--- src/rtl/instr_fetch.sv ---
// Instruction fetch unit: owns the PC, drives a combinational instruction memory and
// registers the returned word into a valid/ready output stage. Optional halt: IFETCH_HALT_EN.
module instr_fetch #(
  parameter logic [4:0]  RESET_PC  = 5'd0,
  parameter logic [31:0] HALT_WORD = 32'hFFFF_FFFF
) (
  input  logic        clk,
  input  logic        rst_n,
  input  logic        start,
  output logic [4:0]  imem_addr,
  input  logic [31:0] imem_dout,
  input  logic        redirect_valid,
  input  logic [4:0]  redirect_addr,
  output logic        out_valid,
  output logic [31:0] out_instr,
  output logic [4:0]  out_pc,
  input  logic        out_ready,
  output logic        halted
);

  // state | meaning
  // IDLE  | after reset, waiting for start
  // FETCH | loading one word per cycle when the output stage is free
  // HALT  | halt word seen; no loads until a redirect
  typedef enum logic [1:0] {
    S_IDLE  = 2'd0,
    S_FETCH = 2'd1,
    S_HALT  = 2'd2
  } state_t;

`ifdef IFETCH_HALT_EN
  localparam logic HALT_EN = 1'b1;
`else
  localparam logic HALT_EN = 1'b0;
`endif

  state_t      r_state;
  state_t      w_state_nxt;
  logic [4:0]  r_pc;
  logic [4:0]  w_pc_nxt;
  logic        r_out_valid;
  logic        w_out_valid_nxt;
  logic [31:0] r_out_instr;
  logic [31:0] w_out_instr_nxt;
  logic [4:0]  r_out_pc;
  logic [4:0]  w_out_pc_nxt;
  logic        r_halted;
  logic        w_halted_nxt;
  logic        w_load;
  logic        w_halt_hit;

  assign w_load     = (r_state == S_FETCH) && (!r_out_valid || out_ready) && !redirect_valid;
  assign w_halt_hit = HALT_EN && (imem_dout == HALT_WORD);

  always_comb begin
    w_state_nxt     = r_state;
    w_pc_nxt        = r_pc;
    w_out_valid_nxt = r_out_valid;
    w_out_instr_nxt = r_out_instr;
    w_out_pc_nxt    = r_out_pc;
    w_halted_nxt    = r_halted;
    case (r_state)
      S_IDLE: begin
        if (start) w_state_nxt = S_FETCH;
      end
      S_FETCH, S_HALT: begin
        if (redirect_valid) begin
          // same-cycle accept of the flushed word is void on the decode side
          w_pc_nxt        = redirect_addr;
          w_out_valid_nxt = 1'b0;
          w_state_nxt     = S_FETCH;
          w_halted_nxt    = 1'b0;
        end else if (w_load) begin
          w_out_instr_nxt = imem_dout;
          w_out_pc_nxt    = r_pc;
          w_out_valid_nxt = 1'b1;
          if (w_halt_hit) begin
            w_state_nxt  = S_HALT;
            w_halted_nxt = 1'b1;
          end else begin
            w_pc_nxt = r_pc + 5'd1;
          end
        end else if (r_out_valid && out_ready) begin
          w_out_valid_nxt = 1'b0;
        end
      end
      default: begin
        w_state_nxt = S_IDLE;
      end
    endcase
  end

  always_ff @(posedge clk or negedge rst_n) begin
    if (!rst_n) r_state <= S_IDLE;
    else        r_state <= w_state_nxt;
  end

  always_ff @(posedge clk or negedge rst_n) begin
    if (!rst_n) begin
      r_pc        <= RESET_PC;
      r_out_valid <= 1'b0;
      r_out_instr <= 32'd0;
      r_out_pc    <= 5'd0;
      r_halted    <= 1'b0;
    end else begin
      r_pc        <= w_pc_nxt;
      r_out_valid <= w_out_valid_nxt;
      r_out_instr <= w_out_instr_nxt;
      r_out_pc    <= w_out_pc_nxt;
      r_halted    <= w_halted_nxt;
    end
  end

  assign imem_addr = r_pc;
  assign out_valid = r_out_valid;
  assign out_instr = r_out_instr;
  assign out_pc    = r_out_pc;
  assign halted    = r_halted;

endmodule

--- config.mk ---
export PLATFORM = sky130hd
export DESIGN_NAME = instr_fetch
export DESIGN_NICKNAME = d
export VERILOG_FILES = /design/src/rtl/instr_fetch.sv
export SDC_FILE = /design/constraint.sdc
export NUM_CORES = 1
export LEC_CHECK = 0
export CORE_UTILIZATION = 31
export DETAILED_ROUTE_END_ITERATION = 7
export DONT_BUFFER_PORTS = 1
export GPL_ROUTABILITY_DRIVEN = 0
export HOLD_SLACK_MARGIN = 0.15
export PLACE_DENSITY = 0.5
export SYNTH_ARGS = -nofsm -noshare
export SYNTH_HDL_FRONTEND = slang
export SYNTH_SLANG_ARGS = --single-unit
--- constraint.sdc ---
create_clock -name clk -period 2.3 [get_ports clk]
set_input_delay 0.69 -clock clk [delete_from_list [all_inputs] [get_ports clk]]
set_output_delay 0.69 -clock clk [all_outputs]
set_load 0.01 [all_outputs]
==> results of run 1 <==
-- sequential cells by signal, indices dropped and copies added (netlist names) --
name	flops
imem_addr	5
out_instr	32
out_pc	5
out_valid	1
r_state	1
-- cell type report --
cell class	instances	area (um^2)	share of cell area, %
Clock buffer	7	96.3	4.54
Multi-Input combinational cell	68	737	34.7
Inverter	2	7.51	0.354
Sequential cell	44	1100	51.9
Tap cell	75	93.8	4.42
Timing Repair Buffer	3	55.1	2.60
Clock inverter	1	30.0	1.42
-- Yosys cell counts --
| cell | number |
|---|---|
| o21ai_0 | 3 |
| clkbuf_1 | 1 |
| mux2i_1 | 1 |
| conb_1 | 1 |
| nand2b_1 | 1 |
| nand4_1 | 2 |
| buf_4 | 2 |
| nor2_1 | 2 |
| nor2_8 | 1 |
| a21oi_1 | 5 |
| nand2_4 | 1 |
| inv_1 | 2 |
| nand2_1 | 2 |
| o22ai_1 | 5 |
| dfrtp_1 | 44 |
| a32oi_1 | 1 |
| buf_8 | 3 |
| and3_1 | 1 |
| or2_2 | 1 |
| buf_6 | 1 |
| ha_1 | 1 |
| nand3_1 | 1 |
| mux2_4 | 30 |
| a21o_1 | 1 |
| mux2_2 | 8 |
-- timing repair --
action	4_1_cts	5_1_grt
hold buffers	1	0
resized for setup	0	0
hold endpoints to repair	44	0
-- path summary, 6_finish.rpt --
check / endpoint / cells after the start / from
setup / recovery: out_instr[12] / 5 / out_valid
hold / removal: out_instr[21] / 1 / rst_n
setup reg to reg: out_instr[12] / 5 / out_valid
hold reg to reg: out_instr[25] / 1 / out_instr[25]
max in group asynchronous: imem_addr[2] / 1 / rst_n
min in group clk: r_state[0] / 1 / start
-- power by group through the flow --
stage | sequential (uW) | clock (uW) | combinational [uW]
finish | 1030 | 631 | 243
global route | 1040 | 700 | 266
CTS | 1030 | 659 | 247
detailed placement | 1050 | 0 | 225
global placement | 1040 | 0 | 216
floorplan | 1010 | 0 | 213
-- worst register-to-register path: stages (launching register included) --
cell and delay [ns]:
dfrtp_1 0.43, nand2b_1 0.30, nand2_4 0.11, nor2_8 0.12, buf_4 0.27, mux2_2 0.38
-- per-layer routing --
metal / track usage, % / wire [um] / vias up
met5: 0 / 0 / -
met4: 4.29 / 32 / 0
met3: 4.55 / 338 / 7
met2: 19.2 / 1690 / 56
met1: 12.1 / 1380 / 485
li1: - / - / 432
-- cells by family after synthesis --
group | Yosys count | synth area share (%)
adder cells (fa/ha/maj) | 1 | 0.651
AO/OA/AOI/OAI | 15 | 4.56
multiplexers | 39 | 28.7
AND/OR/NAND/NOR | 12 | 4.30
flip-flops | 44 | 57.3
other | 1 | 0.195
buffers and inverters | 9 | 4.30
-- cell usage in the layout (no fill, tap or decap), drive strengths merged --
master / count
inv: 2
clkbuf: 7
conb: 1
buf: 3
a21o: 1
mux2: 38
o21ai: 3
nand3: 1
o22ai: 5
a32oi: 1
nor2: 3
or2: 1
ha: 1
bufinv: 1
a21oi: 5
nand2b: 1
nand4: 2
mux2i: 1
dfrtp: 44
and3: 1
nand2: 3
-- stage by stage --
stage / std cells / cell area, um^2 / setup slack (ns) / power, uW
final: 200 / 2120 / 0.583 / 1900
after global routing: 200 / 2120 / 0.455 / 2010
after CTS: 200 / 2120 / 0.569 / 1940
after detailed placement: 191 / 1970 / 0.301 / 1270
after global placement: 191 / 1970 / 0.352 / 1260
after floorplan: 121 / 1920 / 0.546 / 1220
==> impl_metrics.csv, run 1 <==
group,metric,value,unit
place,port_buffers,0,
sta,finalSetupTns,0,ns
clock_tree,clk_pin_slew,0.08,ns
drt,drt-vias-per-instance,4.90,
yosys,yosysWarnings,0,
outcome,status,"completed",
die,rows,28,
yosys,syn_inst,121,
setup_path,endpoint_kind,"flip-flop",
cells_and_area,area_growth,10.4,%
drt,drc,0,
cells_and_area,fin_nets,167,
sta,finalHoldViolCount,0,
drt,wl_per_cell,17.2,um
drt,vias,980,
flow_run,maxCapViolCount,0,
die,ios,86,
yosys,syn-cell-area,1920,um^2
die,die_width,80.7,um
die,core,5960,um^2
sta,fin_skew,0.00435,ns
die,fp.dieH,80.7,um
global_route,grt_overflow,0,
sta,slew_viol_final,0,
global_route,grt_max_degree,45,
power_and_ir_drop,cellPowerDensity,897,nW/um^2
drt,dr.pass1.iters,4,
drt,postRouteAntennaNets,0,
sta,rsz0062_at_grt,"no",
setup_path,criticalPathCategory,"reg -> reg",
yosys,yosys-top-cells-area,"dfrtp_1 (57%), mux2_4 (23%), mux2_2 (4.7%)",
setup_path,path_delay_family,"simple AND/OR/NAND/NOR gates",
clock_tree,post_cts_buffers,0,
setup_path,crit_chain,"nand2b_1 > nand2_4 > nor2_8 > buf_4 > mux2_2",
yosys,synth_top_area_share,57.3,%
cells_and_area,final_util,35.6,%
sta,post-route-min-period,1.72,ns
clock_tree,clock_path_buffers,2,
yosys,avgSynthCellArea,15.9,um^2
cells_and_area,fillers,591,
yosys,ys_seq_elements,44,
global_route,antenna_found_initial,0,
clock_tree,insertion_delay,0.29,ns
clock_tree,cts.htree.levels,2,
sta,finalSetupViolations,0,
drt,drt_iter0_markers,48,
clock_tree,clock_sinks,44,
cells_and_area,layout-drive-gt1-share,41.6,%
setup_path,start_kind,"flip-flop",
global_route,first_global_vias,1019,
yosys,synth_area_leader_cell,"dfrtp_1",
setup_path,worst_ep_arrival_time,1.89,ns
global_route,track_usage,11.1,%
drt,totalWireLength,3440,um
setup_path,cp_slowest_cell,"dfrtp_1",
cells_and_area,num_antenna_cells,0,
setup_path,max_stage_delay,0.43,ns
power_and_ir_drop,p_leak,0.000969,uW
yosys,yosysSeqAreaShare,57.3,%
hold_path,hold_class,"in -> async",
setup_path,r2r_slack,0.58,ns
power_and_ir_drop,p_clk_share,33.2,%
die,initial_utilization,32.2,%
setup_path,worstPathBufferInverterCount,1,
sta,hold_ws,0.238,ns
power_and_ir_drop,internal_power,1420,uW
clock_tree,tritoncts.num_buffers,5,
sta,timing.fmax,582,MHz
yosys,syn-num-nets,164,
clock_tree,ctsRootBufferMaster,"clkbuf_8",
sta,timing.final.crit_share,74.6,%
yosys,synth_cell_type_count,25,
setup_path,crit_required,2.48,ns
clock_tree,cts_tree,"built",
power_and_ir_drop,ir_drop,307,uV
place,dpl.hpwl,2440,um
power_and_ir_drop,combPwrFrac,12.8,%
power_and_ir_drop,p_switching,479,uW
setup_path,worst-path-max-fanout,15,
power_and_ir_drop,p_sw_share,25.2,%
power_and_ir_drop,p_seq_share,54.0,%
global_route,grt_pass1_wl,5260,um
die,die-area,6510,um^2
(Power assumes the default switching activity.)
==> inputs of run 2 (changes only) <==
clock period = 1.75 ns   (was 2.3 ns; I/O delays follow)
==> impl_metrics.csv, run 2 (synthesized netlist as in run 1, its figures left out) <==
group,metric,value,unit
outcome,status,"completed",
sta,slew_viol_final,0,
setup_path,max_stage_delay,0.43,ns
sta,finalSetupViolations,0,
setup_path,crit_required,1.92,ns
sta,finalHoldViolCount,0,
setup_path,worst-path-max-fanout,22,
die,core,5960,um^2
place,port_buffers,0,
cells_and_area,final_common_cell,"dfrtp_1",
sta,timing.fmax,675,MHz
die,rows,28,
cells_and_area,final_util,35.7,%
sta,post-route-min-period,1.48,ns
cells_and_area,largest_reg_flops,32,
hold_path,hold_class,"in -> reg",
cells_and_area,area_growth,10.7,%
drt,postRouteAntennaNets,0,
sta,rsz0062_at_grt,"no",
setup_path,path_delay_family,"flip-flops",
setup_path,r2r_cells,5,
global_route,first_global_vias,1064,
die,die-area,6510,um^2
setup_path,cp_slowest_cell,"dfrtp_1",
clock_tree,hold_buffers,2,
clock_tree,cts_resized,0,
global_route,grt_pass1_wl,5430,um
setup_path,crit_chain,"nand2b_1 > nand2_4 > nor2_8 > buf_12 > mux2_2",
drt,vias,988,
sta,fin_skew,0.00262,ns
clock_tree,clk_pin_slew,0.08,ns
clock_tree,clock_path_buffers,2,
clock_tree,insertion_delay,0.28,ns
die,ios,86,
drt,drc,0,
setup_path,worst_ep_arrival_time,1.66,ns
sta,timing.final.crit_share,84.7,%
drt,dr.pass1.iters,4,
power_and_ir_drop,power,2330,uW
die,initial_utilization,32.2,%
global_route,grt_max_degree,45,
clock_tree,cts.htree.levels,2,
place,dpl.hpwl,2550,um
power_and_ir_drop,ir_drop,360,uV
global_route,track_usage,11.2,%
die,fp.dieH,80.7,um
drt,drt-vias-per-instance,4.87,
cells_and_area,layout-drive-gt1-share,41.4,%
cells_and_area,stdcell_count,203,
setup_path,criticalPathCategory,"reg -> reg",
sta,finalSetupTns,0,ns
sta,hold_ws,0.351,ns
drt,drt_iter0_markers,22,
setup_path,startpoint,"out_valid",
cells_and_area,fin_nets,170,
setup_path,start_kind,"flip-flop",
setup_path,r2r_slack,0.27,ns
power_and_ir_drop,p_leak,0.000966,uW
clock_tree,tritoncts.num_buffers,5,
global_route,antenna_found_initial,0,
drt,totalWireLength,3530,um
clock_tree,clock_sinks,44,
place,place_inst,193,
setup_path,cp.depth,5,
setup_path,cp-endpoint,"out_instr[11]",
setup_path,worstPathBufferInverterCount,1,
clock_tree,cts_tree,"built",
setup_path,r2r-start,"out_valid",
clock_tree,post_cts_buffers,0,
global_route,grt_overflow,0,
setup_path,endpoint_kind,"flip-flop",
power_and_ir_drop,cellPowerDensity,1100,nW/um^2
clock_tree,ctsRootBufferMaster,"clkbuf_8",
cells_and_area,final_cell_mix,"dfrtp_1 (44), mux2_4 (30), mux2_2 (8)",
flow_run,maxCapViolCount,0,
cells_and_area,fillers,595,
drt,wl_per_cell,17.4,um
setup_path,r2r-end,"out_instr[11]",
die,die_width,80.7,um
cells_and_area,num_antenna_cells,0,
==> run 2: cell count changes in the layout (fill, tap and decap cells not counted) <==
cell,before,now
clkbuf_1,0,1
dlygate4sd3_1,0,1
clkinvlp_4,0,1
clkbuf_8,7,6
buf_4,1,2
buf_12,1,2
bufinv_16,1,0
==> run 2: metal layers <==
metal | global-route usage [%] | vias up | share of wire, %
li1 | - | 437 | -
met1 | 13.0 | 495 | 41
met2 | 19.1 | 54 | 48
met3 | 4.43 | 2 | 10
met4 | 3.21 | 0 | 0.28
met5 | 0 | - | 0
==> run 2: cell type report <==
class | count | area, um^2 | area share [%]
clock buffer | 7 | 86.3 | 4.06
clock inverter | 1 | 7.51 | 0.353
timing repair buffer | 6 | 92.6 | 4.36
sequential | 44 | 1100 | 51.8
inverter | 2 | 7.51 | 0.353
tap | 75 | 93.8 | 4.41
multi-input combinational | 68 | 737 | 34.7
==> run 2: metrics by stage <==
| step | area [um^2] | setup WS, ns |
|---|---|---|
| after detailed placement | 1990 | 0.156 |
| after floorplan | 1920 | 0.161 |
| final | 2130 | 0.268 |
| after global placement | 1990 | 0.189 |
| after global routing | 2130 | 0.185 |
| after CTS | 2130 | 0.256 |
==> run 2: worst register-to-register path, stage by stage (launching register included) <==
cell and delay [ns]:
dfrtp_1 0.43, nand2b_1 0.16, nand2_4 0.09, nor2_8 0.12, buf_12 0.21, mux2_2 0.36
==> run 2: worst min path at each step <==
| stage | to | cells after the start | startpoint |
|---|---|---|---|
| after floorplan | imem_addr[0] | 0 | rst_n |
| after global placement | out_instr[24] | 0 | rst_n |
| after detailed placement | out_instr[21] | 0 | rst_n |
| after CTS | r_state[0] | 1 | start |
| after global routing | r_state[0] | 1 | start |
| final | r_state[0] | 1 | start |
==> run 2: power by group <==
| group | total (uW) | switching [uW] | internal, uW |
|---|---|---|---|
| clock network | 651 | 330 | 321 |
| registers | 1350 | 195 | 1160 |
| logic | 326 | 110 | 216 |
| total | 2330 | 636 | 1700 |
